--- src/rtl/alu_issue_arb_pkg.sv ---
// Shared types and constants for the ALU issue arbiter slice.
// State encoding, ZVN flag bit positions and the ALU opcodes used by benches.
package alu_issue_arb_pkg;

  localparam int DATA_W_DEF = 16;
  localparam int OP_W_DEF   = 4;
  localparam int FLAG_W_DEF = 3;

  typedef enum logic [1:0] {
    ST_IDLE = 2'd0,
    ST_EXEC = 2'd1,
    ST_RESP = 2'd2
  } state_t;

  // Flag bit positions inside the ZVN vector.
  localparam int FLAG_Z = 2;
  localparam int FLAG_V = 1;
  localparam int FLAG_N = 0;

  // ALU opcodes.
  localparam logic [3:0] OP_ADD = 4'h0;
  localparam logic [3:0] OP_SUB = 4'h1;
  localparam logic [3:0] OP_XOR = 4'h2;

endpackage

--- src/rtl/alu_issue_arb_flag_reg.sv ---
// Architectural ZVN flag register with per-bit write enables.
// Only bits whose enable is set take the new value on a write; the rest hold.
module alu_flag_reg #(
  parameter int FLAG_W = 3
) (
  input  logic              clk,
  input  logic              rst,
  input  logic              wr,
  input  logic [FLAG_W-1:0] en,
  input  logic [FLAG_W-1:0] flags_in,
  output logic [FLAG_W-1:0] flags_q
);

  logic [FLAG_W-1:0] flags_d;

  // Merge enabled bits of the incoming flags into the held value.
  always_comb begin
    flags_d = flags_q;
    if (wr) begin
      flags_d = (flags_q & ~en) | (flags_in & en);
    end
  end

  // Flag storage, cleared by reset.
  always_ff @(posedge clk) begin
    if (rst) begin
      flags_q <= '0;
    end else begin
      flags_q <= flags_d;
    end
  end

endmodule

--- src/rtl/alu_issue_arb.sv ---
// Two-requester issue arbiter and sequencer for the shared combinational ALU.
// Flow: IDLE (accept one request) -> EXEC (ALU evaluates holding regs) -> RESP
// (result held until consumed). Optional macro ALU_ISSUE_ARB_RR_EN selects
// round-robin arbitration; without it requester 0 has fixed priority.
//
// Handshake rule for all channels: a transfer happens on a rising clk edge
// where valid and ready are both 1. The sender holds valid and payload stable
// until that edge; ready may depend combinationally on valid.
module alu_issue_arb
  import alu_issue_arb_pkg::*;
#(
  parameter int DATA_W = DATA_W_DEF,
  parameter int OP_W   = OP_W_DEF,
  parameter int FLAG_W = FLAG_W_DEF
) (
  input  logic              clk,
  input  logic              rst,
  input  logic              req0_valid,
  output logic              req0_ready,
  input  logic [OP_W-1:0]   req0_op,
  input  logic [DATA_W-1:0] req0_a,
  input  logic [DATA_W-1:0] req0_b,
  input  logic              req0_setflags,
  input  logic              req1_valid,
  output logic              req1_ready,
  input  logic [OP_W-1:0]   req1_op,
  input  logic [DATA_W-1:0] req1_a,
  input  logic [DATA_W-1:0] req1_b,
  input  logic              req1_setflags,
  output logic [DATA_W-1:0] alu_in1,
  output logic [DATA_W-1:0] alu_in2,
  output logic [OP_W-1:0]   alu_op,
  input  logic [DATA_W-1:0] alu_out,
  input  logic [FLAG_W-1:0] alu_flags,
  input  logic [FLAG_W-1:0] alu_en,
  output logic              rsp_valid,
  input  logic              rsp_ready,
  output logic              rsp_id,
  output logic [DATA_W-1:0] rsp_data,
  output logic [FLAG_W-1:0] flags_q,
  output state_t            dbg_state
);

  state_t            state_q, state_d;
  logic [OP_W-1:0]   op_q, op_d;
  logic [DATA_W-1:0] a_q, a_d, b_q, b_d;
  logic              id_q, id_d, setf_q, setf_d;
  logic              rsp_valid_q, rsp_valid_d, rsp_id_q, rsp_id_d;
  logic [DATA_W-1:0] rsp_data_q, rsp_data_d;
  logic              grant0, grant1, accept, accept_id;

`ifdef ALU_ISSUE_ARB_RR_EN
  logic last_grant_q, last_grant_d;

  // Round-robin pick: on contention the requester that did not win last time goes.
  always_comb begin
    grant0 = req0_valid;
    grant1 = req1_valid;
    if (req0_valid && req1_valid) begin
      grant0 = last_grant_q;
      grant1 = ~last_grant_q;
    end
  end

  // Remember who won the most recent accept.
  always_comb begin
    last_grant_d = last_grant_q;
    if (accept) last_grant_d = accept_id;
  end

  // Last-grant register; resets to 1 so requester 0 wins the first contention.
  always_ff @(posedge clk) begin
    if (rst) last_grant_q <= 1'b1;
    else     last_grant_q <= last_grant_d;
  end
`else
  // Fixed priority: requester 0 always wins on contention.
  always_comb begin
    grant0 = req0_valid;
    grant1 = req1_valid & ~req0_valid;
  end
`endif

  // FSM outputs: ready only in IDLE and never during reset; ALU fed from holding regs.
  always_comb begin
    req0_ready = (state_q == ST_IDLE) && !rst && grant0;
    req1_ready = (state_q == ST_IDLE) && !rst && grant1;
    accept     = req0_ready | req1_ready;
    accept_id  = req1_ready;
    alu_in1    = a_q;
    alu_in2    = b_q;
    alu_op     = op_q;
    rsp_valid  = rsp_valid_q;
    rsp_id     = rsp_id_q;
    rsp_data   = rsp_data_q;
    dbg_state  = state_q;
  end

  // FSM next state.
  always_comb begin
    state_d = state_q;
    case (state_q)
      ST_IDLE: if (accept) state_d = ST_EXEC;
      ST_EXEC: state_d = ST_RESP;
      ST_RESP: if (rsp_ready) state_d = ST_IDLE;
      default: state_d = ST_IDLE;
    endcase
  end

  // Holding registers load the winner's payload on accept.
  always_comb begin
    op_d   = op_q;
    a_d    = a_q;
    b_d    = b_q;
    id_d   = id_q;
    setf_d = setf_q;
    if (accept) begin
      op_d   = accept_id ? req1_op       : req0_op;
      a_d    = accept_id ? req1_a        : req0_a;
      b_d    = accept_id ? req1_b        : req0_b;
      setf_d = accept_id ? req1_setflags : req0_setflags;
      id_d   = accept_id;
    end
  end

  // Response capture at the end of EXEC, release when the consumer takes it.
  always_comb begin
    rsp_valid_d = rsp_valid_q;
    rsp_id_d    = rsp_id_q;
    rsp_data_d  = rsp_data_q;
    if (state_q == ST_EXEC) begin
      rsp_valid_d = 1'b1;
      rsp_id_d    = id_q;
      rsp_data_d  = alu_out;
    end else if (state_q == ST_RESP && rsp_ready) begin
      rsp_valid_d = 1'b0;
    end
  end

  // State, holding and response registers.
  always_ff @(posedge clk) begin
    if (rst) begin
      state_q     <= ST_IDLE;
      op_q        <= '0;
      a_q         <= '0;
      b_q         <= '0;
      id_q        <= 1'b0;
      setf_q      <= 1'b0;
      rsp_valid_q <= 1'b0;
      rsp_id_q    <= 1'b0;
      rsp_data_q  <= '0;
    end else begin
      state_q     <= state_d;
      op_q        <= op_d;
      a_q         <= a_d;
      b_q         <= b_d;
      id_q        <= id_d;
      setf_q      <= setf_d;
      rsp_valid_q <= rsp_valid_d;
      rsp_id_q    <= rsp_id_d;
      rsp_data_q  <= rsp_data_d;
    end
  end

  // Flags are written only while the ALU is evaluating a flag-setting request.
  alu_flag_reg #(.FLAG_W(FLAG_W)) u_flag_reg (
    .clk      (clk),
    .rst      (rst),
    .wr       ((state_q == ST_EXEC) && setf_q),
    .en       (alu_en),
    .flags_in (alu_flags),
    .flags_q  (flags_q)
  );

endmodule

--- config.mk ---
export PLATFORM = sky130hd
export DESIGN_NAME = alu_issue_arb
export DESIGN_NICKNAME = d
export VERILOG_FILES = /design/src/rtl/alu_issue_arb_pkg.sv /design/src/rtl/alu_issue_arb_flag_reg.sv /design/src/rtl/alu_issue_arb.sv
export SDC_FILE = /design/constraint.sdc
export NUM_CORES = 1
export LEC_CHECK = 0
export CAP_MARGIN = 40
export CORE_MARGIN = 1.5
export CORE_UTILIZATION = 37
export CTS_CLUSTER_SIZE = 40
export DETAILED_ROUTE_END_ITERATION = 10
export PLACE_DENSITY = 0.83
export SLEW_MARGIN = 20
export SYNTH_ARGS = -nofsm -noshare
export SYNTH_HDL_FRONTEND = slang
export SYNTH_HIERARCHICAL = 1
export SYNTH_SLANG_ARGS = --single-unit
--- constraint.sdc ---
create_clock -name clk -period 1.8 [get_ports clk]
set_clock_uncertainty 0.1 [all_clocks]
set_input_delay 0.18 -clock clk [delete_from_list [all_inputs] [get_ports clk]]
set_output_delay 0.18 -clock clk [all_outputs]
set_load 0.05 [all_outputs]
## After elaboration in Yosys (flattened, before gate mapping)

Index checks and enable logic that the tools add are counted.

- Register bits after elaboration: 61
- Bits of input ports: 101
- Output and inout port bits: 61
- Logic and storage cells: 39

- Equal/unequal tests: 4
- Muxes and demuxes: 9
- Bitwise operators: 7
- Reduce and logical (&&, ||, !) cells: 9

Operator list:

| operator | count |
|---|---|
| $mux 16 | 2 |
| $and 3x3->3 | 2 |
| $pmux 2 s3 | 1 |
| $logic_and 1x1->1 | 5 |
| $mux 2 | 2 |
| $mux 4 | 1 |
| $ne 2x2->1 const B | 2 |
| $mux 1 | 3 |
| $not 3->3 | 1 |
| $or 3x3->3 | 1 |
| $eq 2x1->1 const B | 1 |
| $eq 2x2->1 const B | 1 |
| $logic_not 2->1 | 1 |
| $reduce_and 2->1 | 1 |
| $reduce_bool 2->1 | 1 |
| $and 1x1->1 | 1 |
| $logic_not 1->1 | 1 |
| $not 1->1 | 1 |
| $or 1x1->1 | 1 |

## Logic depth before layout (Yosys ltp)

- Depth after elaboration: 6
- Gate-level depth with buffers: 6
- Depth with buffers taken out: 4

## By module

Netlist, hierarchy kept.

Modules (own cells, without submodules):

| module | instances | cells an instance | area each (µm²) |
|---|---|---|---|
| alu_issue_arb | 1 | 263 | 2570.0 |
| alu_flag_reg | 1 | 12 | 120.1 |

## Worst setup path before layout

Ideal clock, no wire load.

- Path type: reg-to-output
- Start point: reg state_q[1] (netlist: dbg_state[1])
- End point: out req1_ready
- Arrival time: 1.756 ns
- Required time: 1.520 ns
- Setup slack: -0.236 ns
- Stages on the path, launching flop included: 5
- Path buffers: 1
- Path through: dfxtp_1 nor3_2 buf_4 nand2_1 nor2_1

- Longest elaborated chain between the ends: 3

Ends and longest elaborated chain:

| element | line | text |
|---|---|---|
| from (decl) | alu_issue_arb.sv:44 | `state_t state_q, state_d;` |
| from (signal assigned) | alu_issue_arb.sv:153 | `state_q <= state_d;` |
| $logic_not 2->1 | alu_issue_arb.sv:87 | `req1_ready = (state_q == ST_IDLE) && !rst && grant1;` |
| $logic_and 1x1->1 (2 in a row) | alu_issue_arb.sv:87 |  |
| to (decl) | alu_issue_arb.sv:25 | `output logic req1_ready,` |

No other way between the ends.

## Worst setup path after layout

- Start point: reg op_q[0] (netlist: alu_op[0])
- End point: out alu_op[0]

RTL lines:

| element | line | text |
|---|---|---|
| from (decl) | alu_issue_arb.sv:45 | `logic [OP_W-1:0] op_q, op_d;` |
| from (signal assigned) | alu_issue_arb.sv:154 | `op_q <= op_d;` |
| to (decl) | alu_issue_arb.sv:32 | `output logic [OP_W-1:0] alu_op,` |

No word-level cell between the ends.

==> qor.yml <==
syn_area_per_cell_um2: 9.78
final_util: 0.666
hp-class: "primary input to flop"
grt_pass1_wl_um: 12000
synth_edf_count: 0
fillerInstances: 569
cp_max_fo: 2
vias: 2668
vdd_drop_max_v: 0.000754
grt_max_degree: 61
hold_violations: 0
yosysWarnings: 6
tns_ps: 0
hold_path_depth: 3
synth.most_common_cell: "dfxtp_1"
hold_buffers: 0
setup_violations: 0
area_delta_synth_final_pct: 71.1
drv_cap: 0
clock_path_buffers: 2
die-area_mm2: 0.00779
row_count: 30
wl_per_cell_um: 15.0
synth.top_cell.area_share: 0.454
rsz0062_at_grt: "false"
ys_top_cells_by_area: "dfxtp_1 (45%), a221oi_2 (17%), o22ai_1 (8.6%)"
ys_seq_elements: 61
post-route-period-util: 0.979
track_usage: 0.200
syn_nets: 376
final_antenna_net_count: 0
cts_tree: "done"
dp_hpwl_um: 5670
synth_common_cells: "dfxtp_1 (61), inv_1 (37), o22ai_1 (37), nand2_1 (35), a221oi_2 (30)"
drive_above_1_share: 0.160
first_global_vias: 2639
path_class: "flop to primary output"
top_layer: "met4"
final_max_slew_viol_count: 0
crit_chain: "clkdlybuf4s50_1"
core_mm2: 0.00691
met1_length_um: 3280
overflow: 0
antenna_found_initial: 0
arrival_ps: 1480
finalCriticalPeriod_ps: 1760
diodes: 0
die_h_um: 88.3
dp_slack_ps: 120
startpoint_type: "flop"
drc_errors: 0
drt-total-wl_um: 8020
hold_ws_ps: 112
synthCells: 275
max_freq_mhz: 567
place_congestion: 0.718
p_leak_nw: 1.98
critical_path.max_stage_delay_ps: 810
synth_area_mm2: 0.00269
power.density_mw_per_mm2: 898
crit_family: "buffers and inverters"
cp_slowest_cell: "clkdlybuf4s50_1"
htreeDepth: 3
ys_types: 27
critPathBufInv: 1
path_clk_slew_ps: 70
postCtsSetupBuffers: 0
io_buffers: 161
wl_met2_um: 3920
first_pass_iters: 4
ys_async_sr_fraction: 0
ys.flop_type: "dfxtp_1"
rr_worst_depth: 4
nNetsFinal: 534
synth.largest_area_cell: "dfxtp_1"
relSlewSlack: 0.631
io_pins: 162
viasPerCell: 5.01
worstSetupEndpointType: "primary output"
cp_num_cells: 1
clk_latency_ps: 330
cts_buffers: 9
tightest_slew_ps: 553
wl_met3_um: 665
root_buffer: "clkbuf_8"
cp.required_ps: 1520
drtIter0Drc: 41
cts_sinks: 61
die_w_um: 88.3
status: "complete, no violations"
setup_ws_ps: 37.7
start_util: 0.389
synth-seq-area-share: 0.454
## power by group
part / switching, mW / leakage [nW] / internal, mW
clock network: 0.499 / 0.0926 / 0.604
registers: 0.0681 / 0.505 / 1.49
logic: 0.859 / 1.38 / 0.614
total: 1.43 / 1.98 / 2.71
## metal layers
metal / GRT usage / up-vias
met5: 0 / -
met3: 0.0756 / 14
li1: - / 1309
met1: 0.209 / 1238
met4: 0.0696 / 0
met2: 0.366 / 107
## area by class of cell
type | count | area [µm²] | area share
clock buffers | 14 | 173 | 0.0375
clock inverters | 1 | 5.00 | 0.00109
inverters | 38 | 143 | 0.0310
multi-input cells | 152 | 1150 | 0.250
flip-flops and latches | 61 | 1220 | 0.265
well taps | 96 | 120 | 0.0261
repair buffers | 171 | 1790 | 0.389
## sequential cells by signal, summed over array words and instances, names as in the netlist, named ones only
signal / cells
rsp_data: 16
alu_op: 4
rsp_valid: 1
setf_q: 1
alu_in2: 16
rsp_id: 1
dbg_state: 2
alu_in1: 16
id_q: 1
## logic make-up (layout without fill, tap and decap cells)
logic type             Yosys count  after routing  synth area share
flip-flops                      61             61             0.454
AO/OA/AOI/OAI                  102            102             0.336
buffers and inverters           62            224             0.128
AND/OR/NAND/NOR                 50             50            0.0819
## per-stage QoR
stage	instances	total power [mW]	instance area [µm²]
after global placement	518	3.04	4380
after CTS	533	4.17	4550
final	533	4.13	4600
after floorplan	275	2.48	2700
after detailed placement	518	3.07	4380
after global routing	533	4.30	4600
## cells in the final DEF, fill, tap and decap left out, types with 2 or more instances in the layout
cell / synthesis / routed
a21bo_1: 3 / 3
a21oi_1: 22 / 22
a221oi_1: 7 / 7
a221oi_2: 30 / 30
buf_12: 3 / 7
buf_4: 4 / 12
clkbuf_1: 1 / 2
clkbuf_8: 3 / 12
clkdlybuf4s50_1: 0 / 133
dfxtp_1: 61 / 61
dlymetal6s2s_1: 0 / 18
inv_1: 37 / 37
nand2_1: 35 / 34
nand2b_1: 3 / 3
nand3_1: 3 / 3
nor2_1: 4 / 3
o22ai_1: 37 / 37
## worst paths after layout
kind                              startpoint      endpoint  slack, ps
worst max-delay path               alu_op[0]     alu_op[0]         40
worst min-delay path                     rst  dbg_state[0]        110
worst max register to register  dbg_state[0]          flop        330
worst min register to register        rsp_id        rsp_id        350
## repair_timing
action / 4_1_cts / 5_1_grt
hold endpoints to repair: 0 / 0
endpoints found under the setup margin: 0 / 19
gates resized for setup: 0 / 19
Note: power is estimated with default switching activity, not from simulation.
